<file path="src/rtl/interrupt_sequencer_pkg.sv">
// Shared definitions for the interrupt sequencer: state encodings, stack entry
// layout, default vector placement and the vector address helper.
package interrupt_sequencer_pkg;

  localparam int IRQ_ID_W = 4;
  localparam int PC_W     = 16;
  localparam int ENTRY_W  = PC_W + IRQ_ID_W + 1;

  localparam logic [15:0] DEF_VECTOR_BASE   = 16'h0010;
  localparam logic [15:0] DEF_VECTOR_STRIDE = 16'd2;

  typedef enum logic [1:0] {
    ST_IDLE     = 2'd0,
    ST_REDIRECT = 2'd1,
    ST_RETURN   = 2'd2,
    ST_SETTLE   = 2'd3
  } seq_state_t;

  typedef struct packed {
    logic [PC_W-1:0]     pc;
    logic [IRQ_ID_W-1:0] id;
    logic                ie;
  } stack_entry_t;

  // Vector table lives at base + id*stride; the sum wraps at 16 bits.
  function automatic logic [15:0] vector_addr(input logic [15:0]         base,
                                              input logic [15:0]         stride,
                                              input logic [IRQ_ID_W-1:0] id);
    return base + (stride * {12'd0, id});
  endfunction

endpackage

</file>
<file path="src/rtl/interrupt_sequencer_stack.sv">
// sequencer_stack: small LIFO holding the interrupt return context.
// Reset discards the contents by clearing the count; storage is not reset.
module sequencer_stack
  import interrupt_sequencer_pkg::*;
#(
  parameter  int DEPTH = 4,
  localparam int CW    = $clog2(DEPTH) + 1
) (
  input  logic               clk,
  input  logic               reset_n,
  input  logic               push,
  input  logic               pop,
  input  logic [ENTRY_W-1:0] push_data,
  output logic [ENTRY_W-1:0] top,
  output logic               full,
  output logic               empty,
  output logic [CW-1:0]      count
);

  localparam int AW = $clog2(DEPTH);

  logic [ENTRY_W-1:0] mem [DEPTH];
  logic [CW-1:0]      cnt_q;
  logic [AW-1:0]      wr_ptr;
  logic [AW-1:0]      top_ptr;

  // With a power-of-two depth the low bits of the count address the next slot.
  assign wr_ptr  = cnt_q[AW-1:0];
  assign top_ptr = wr_ptr - AW'(1);
  assign full    = (cnt_q == CW'(DEPTH));
  assign empty   = (cnt_q == '0);
  assign count   = cnt_q;
  assign top     = empty ? '0 : mem[top_ptr];

  always_ff @(posedge clk or negedge reset_n) begin
    if (!reset_n) begin
      cnt_q <= '0;
    end else if (push && !full) begin
      cnt_q <= cnt_q + CW'(1);
    end else if (pop && !empty) begin
      cnt_q <= cnt_q - CW'(1);
    end
  end

  always_ff @(posedge clk) begin
    if (push && !full) begin
      mem[wr_ptr] <= push_data;
    end
  end

endmodule

</file>
<file path="src/rtl/interrupt_sequencer.sv">
// interrupt_sequencer: takes pending interrupts at instruction boundaries,
// stacks the return context, redirects fetch and clears on return.
//
// state    | meaning
// ---------+--------------------------------------------------------------
// IDLE     | CPU running; reti / take / ie_set / ie_clr evaluated here
// REDIRECT | context pushed; fetch redirected to the vector of top entry
// RETURN   | context popped; fetch redirected to saved pc, clear pulse
// SETTLE   | one quiet cycle so the controller's outputs can update
module interrupt_sequencer
  import interrupt_sequencer_pkg::*;
#(
  parameter  int          DEPTH         = 4,
  parameter  logic [15:0] VECTOR_BASE   = DEF_VECTOR_BASE,
  parameter  logic [15:0] VECTOR_STRIDE = DEF_VECTOR_STRIDE,
  localparam int          DW            = $clog2(DEPTH) + 1
) (
  input  logic                clk,
  input  logic                reset_n,
  input  logic                cpu_interrupt,
  input  logic [IRQ_ID_W-1:0] cpu_interrupt_id,
  input  logic                instr_boundary,
  input  logic [PC_W-1:0]     pc,
  input  logic                reti,
  input  logic                ie_set,
  input  logic                ie_clr,
  output logic                handle_interrupt,
  output logic                clear_interrupt,
  output logic [IRQ_ID_W-1:0] clear_interrupt_id,
  output logic                stall,
  output logic                redirect,
  output logic [PC_W-1:0]     redirect_pc,
  output logic [DW-1:0]       depth,
  output logic                underflow
);

  seq_state_t          state_q, state_d;
  logic                ie_q, ie_d;
  logic                underflow_q, underflow_d;
  logic [PC_W-1:0]     ret_pc_q, ret_pc_d;
  logic [IRQ_ID_W-1:0] ret_id_q, ret_id_d;

  logic                push, pop;
  logic                full, empty;
  logic [ENTRY_W-1:0]  top_raw;
  stack_entry_t        top_e;
  stack_entry_t        push_e;
  logic                take;

  assign top_e  = stack_entry_t'(top_raw);
  assign push_e = '{pc: pc, id: cpu_interrupt_id, ie: ie_q};

  sequencer_stack #(.DEPTH(DEPTH)) u_stack (
    .clk       (clk),
    .reset_n   (reset_n),
    .push      (push),
    .pop       (pop),
    .push_data (push_e),
    .top       (top_raw),
    .full      (full),
    .empty     (empty),
    .count     (depth)
  );

  // Re-taking the interrupt already being serviced would nest it on itself.
  assign take = instr_boundary && cpu_interrupt && ie_q && !full &&
                (empty || (cpu_interrupt_id != top_e.id));

  assign handle_interrupt = ie_q && !full;
  assign underflow        = underflow_q;

  always_ff @(posedge clk or negedge reset_n) begin
    if (!reset_n) begin
      state_q     <= ST_IDLE;
      ie_q        <= 1'b0;
      underflow_q <= 1'b0;
      ret_pc_q    <= '0;
      ret_id_q    <= '0;
    end else begin
      state_q     <= state_d;
      ie_q        <= ie_d;
      underflow_q <= underflow_d;
      ret_pc_q    <= ret_pc_d;
      ret_id_q    <= ret_id_d;
    end
  end

  always_comb begin
    state_d            = state_q;
    ie_d               = ie_q;
    underflow_d        = underflow_q;
    ret_pc_d           = ret_pc_q;
    ret_id_d           = ret_id_q;
    push               = 1'b0;
    pop                = 1'b0;
    stall              = 1'b1;
    redirect           = 1'b0;
    redirect_pc        = '0;
    clear_interrupt    = 1'b0;
    clear_interrupt_id = '0;

    unique case (state_q)
      ST_IDLE: begin
        stall = 1'b0;
        if (reti && instr_boundary) begin
          if (!empty) begin
            pop      = 1'b1;
            ret_pc_d = top_e.pc;
            ret_id_d = top_e.id;
            ie_d     = top_e.ie;
            state_d  = ST_RETURN;
          end else begin
            underflow_d = 1'b1;
          end
        end else if (take) begin
          push    = 1'b1;
          ie_d    = 1'b0;
          state_d = ST_REDIRECT;
        end else if (instr_boundary) begin
          if (ie_clr) begin
            ie_d = 1'b0;
          end else if (ie_set) begin
            ie_d = 1'b1;
          end
        end
      end
      ST_REDIRECT: begin
        redirect    = 1'b1;
        redirect_pc = vector_addr(VECTOR_BASE, VECTOR_STRIDE, top_e.id);
        state_d     = ST_SETTLE;
      end
      ST_RETURN: begin
        redirect           = 1'b1;
        redirect_pc        = ret_pc_q;
        clear_interrupt    = 1'b1;
        clear_interrupt_id = ret_id_q;
        state_d            = ST_SETTLE;
      end
      ST_SETTLE: begin
        state_d = ST_IDLE;
      end
      default: begin
        state_d = ST_IDLE;
      end
    endcase
  end

endmodule
</file>
<file path="config.mk">
export PLATFORM = sky130hd
export DESIGN_NAME = interrupt_sequencer
export DESIGN_NICKNAME = d
export VERILOG_FILES = /design/src/rtl/interrupt_sequencer_pkg.sv /design/src/rtl/interrupt_sequencer_stack.sv /design/src/rtl/interrupt_sequencer.sv
export SDC_FILE = /design/constraint.sdc
export NUM_CORES = 1
export LEC_CHECK = 0
export ABC_AREA = 1
export CAP_MARGIN = 20
export CORE_UTILIZATION = 30
export DETAILED_ROUTE_END_ITERATION = 16
export PLACE_DENSITY = 0.47
export SYNTH_ARGS = -nofsm -noshare
export SYNTH_HDL_FRONTEND = slang
export SYNTH_SLANG_ARGS = --single-unit
</file>
<file path="constraint.sdc">
create_clock -name clk -period 4.3 [get_ports clk]
set_input_delay 0.86 -clock clk [delete_from_list [all_inputs] [get_ports clk]]
set_output_delay 0.86 -clock clk [all_outputs]
set_load 0.05 [all_outputs]
</file>
==> summary.md <==
| Metric | Value |
|---|---|
| Outcome | `finished clean` |
| Num Clock Sinks | `approximately 110` |
| Nets | `503` |
| Post-synth EDFFs | `84` |
| DIE HEIGHT | `130 um` |
| HP Class | `flop to flop` |
| DRT Pass-1 Iters | `4` |
| Io pins | `55` |
| Clock transition at path regs | `70 ps` |
| Total Wirelength | `around 11000 um` |
| Max_cap viols | `0` |
| Prevailing post-synth register cell | `edfxtp_1` |
| Hold Fails Final Rpt | `0` |
| TritonCTS Buffers | `9` |
| Root Buffer | `clkbuf_16` |
| Per-cell routed wire length | `approximately 16 um` |
| Hold buffers post-CTS | `0` |
| Minimum clock period | `approximately 3500 ps` |
| Crit start category | `flop` |
| P_leak | `between 2 and 2.5 nW` |
| Crit path DAT | `roughly 2600 ps` |
| Slew margin rel. | `0.536` |
| Initial Util | `0.309` |
| Post_cts resized | `0` |
| CTS max path bufs | `2` |
| Post-CTS Setup Bufs | `0` |
| Antenna violations before repair | `0` |
| Period utilization | `0.805` |
| Filler Cell Count | `around 1500` |
| DRC Markers | `0` |
| Largest net degree at the start of global routing | `48` |
| Core Region | `around 16000 um^2` |
| First-pass GRT wire length | `roughly 17000 um` |
| Worst Path Max Fanout | `11` |
| Final Util | `0.381` |
| Setup Crit Path Kind | `flop to output port` |
| # diodes | `0` |
| PortBufs | `54` |
| RSZ-0062 raised after global routing | `false` |
| Pwr per Cell Area | `700 nW/um^2` |
| Max VDD drop | `roughly 0.00031 V` |
| Via-to-Cell Ratio | `4.48` |
| GPL Wtd Cong | `between 0.7 and 0.8` |
| Clk Latency, worst-skew pair | `~350 ps` |
| Post-Syn Area | `just under 5000 um^2` |
| Vias in the first global route | `3060` |
| Setup violations, final | `0` |
| Endpoint type of the worst setup path | `output port` |
| Fmax | `289 MHz` |
| Core Rows | `between 40 and 50` |
| Post-route ant nets | `0` |
| H-tree depth | `3` |
| Sequential area share after synthesis | `0.649` |
| Critical Path RT | `about 3400 ps` |
| Via count | `around 3000` |
| Post-synth cell types | `31` |
| WHS | `about 470 ps` |
| Area Growth Syn to Fin | `23.1%` |
| Async S/R FF share, synth | `0.243` |
| Layout cells sized above 1 | `0.169` |
| Initial drt markers | `roughly 200` |
| Die Area | `approximately 17000 um^2` |
| Synth Register Bits | `roughly 110` |
| Actual slew at the worst max-slew pin | `694 ps` |
| Slew Limit Fails | `0` |
| Final HPWL DP | `between 7000 and 8000 um` |
| Global route overflow | `0` |
| Syn Inst Count | `408` |
| YS warnings | `0` |
| All-Layer GR Usage | `0.137` |
| Syn_nets | `approximately 440` |
| CTS tree | `yes` |
| Mean area per synthesized cell | `~12 um^2` |
| Clk_skew | `between 6 and 7 ps` |
| Die Wd | `130 um` |
placed cells by master, fill, tap and decap left out, drive strengths merged, types with 5 or more instances in the layout:
| cell type | instances |
|---|---|
| edfxtp | 84 |
| nand2 | 74 |
| clkdlybuf4s50 | 48 |
| nor2 | 45 |
| o21ai | 42 |
| inv | 39 |
| dfrtp | 27 |
| nand3 | 19 |
| buf | 18 |
| o22ai | 17 |
| mux2 | 16 |
| clkbuf | 10 |
| nand4 | 8 |
| ha | 8 |
| a21oi | 5 |
power by group:
group	internal, mW	leakage (nW)	switching [mW]
Sequential	1.30	1.08	0.0832
Combinational	0.704	1.13	1.35
Clock	0.450	0.142	0.368
sequential cells by signal, summed over array words and instances, names as in the netlist:
| signal | flops |
|---|---|
| u_stack.mem | 84 |
| ret_pc_q | 16 |
| u_stack.count | 3 |
| state_q | 2 |
| ret_id_q | 4 |
| underflow | 1 |
| ie_q | 1 |
critical path: stages, from the launching register on:
cell,delay [ps]
dfrtp_1,400
inv_1,110
ha_1,510
buf_4,290
nand2_1,80
inv_1,50
clkdlybuf4s50_1,790
cell usage after synthesis, types with 2 or more instances:
| master | instances | area, um^2 |
|---|---|---|
| nand3_1 | 6 | 30.0 |
| nand3_2 | 10 | 100 |
| mux2_2 | 5 | 56.3 |
| nor2_1 | 42 | 158 |
| nand3_4 | 3 | 52.6 |
| mux2_1 | 11 | 124 |
| inv_2 | 4 | 15.0 |
| edfxtp_1 | 84 | 2520 |
| o21ai_0 | 41 | 205 |
| ha_1 | 8 | 100 |
| o22ai_1 | 17 | 106 |
| nand4_1 | 8 | 50.1 |
| nand2_4 | 6 | 67.6 |
| a21oi_1 | 5 | 25.0 |
| nor3_1 | 2 | 10.0 |
| nand2_1 | 58 | 218 |
| buf_8 | 2 | 30.0 |
| nand2_2 | 10 | 62.6 |
| buf_6 | 5 | 56.3 |
| inv_1 | 34 | 128 |
| dfrtp_1 | 27 | 676 |
| clkbuf_1 | 10 | 37.5 |
| nor2_4 | 2 | 22.5 |
final cells by class:
type                    count  area, um^2  area share
flip-flops and latches    111        3200       0.527
well taps                 216         270      0.0445
clock buffers              10         229      0.0377
clock inverters             6        61.3      0.0101
multi-input cells         240        1460       0.240
repair buffers             66         698       0.115
inverters                  39         151      0.0250
path summary, 6_finish.rpt:
| path | end | startpoint | cells past startpoint | slack (ps) |
|---|---|---|---|---|
| hold reg to reg | underflow | underflow | 2 | 470 |
| max in group asynchronous | ret_pc_q[13] | reset_n | 3 | 2780 |
| hold / removal | underflow | underflow | 2 | 470 |
| setup / recovery | redirect_pc[6] | state_q[0] | 6 | 840 |
| setup reg to reg | u_stack.mem[2][12] | u_stack.count[0] | 12 | 1220 |
| min in group asynchronous | state_q[1] | reset_n | 1 | 840 |
metal layers:
metal / GRT usage / part of all wire / up-vias
met1: 0.184 / 0.49 / 1507
li1: - / - / 1520
met5: 0 / 0 / -
met2: 0.220 / 0.47 / 44
met3: 0.0267 / 0.025 / 9
met4: 0.0492 / 0.014 / 0
cell families (layout without fill, tap and decap cells):
group	count (synthesis)	in the layout	share of synthesized area
AO/OA/AOI/OAI	64	64	0.0693
XOR/XNOR	1	1	0.00330
adder cells (fa/ha/maj)	9	9	0.0244
buffers and inverters	57	121	0.0569
flip-flops	111	111	0.649
multiplexers	16	16	0.0366
AND/OR/NAND/NOR	150	150	0.160
stage by stage:
stage | instances | power [mW] | setup TNS (ps) | instance area, um^2 | setup WS, ps
2_1_floorplan | 408 | 2.91 | -382 | 4930 | -4.56
3_3_place_gp | 671 | 3.46 | 0 | 5760 | 1070
3_5_place_dp | 671 | 3.48 | 0 | 5760 | 1070
4_1_cts | 687 | 4.31 | 0 | 6050 | 780
5_1_grt | 688 | 4.53 | 0 | 6070 | 667
6_report | 688 | 4.25 | 0 | 6070 | 840
(Power assumes the default switching activity.)
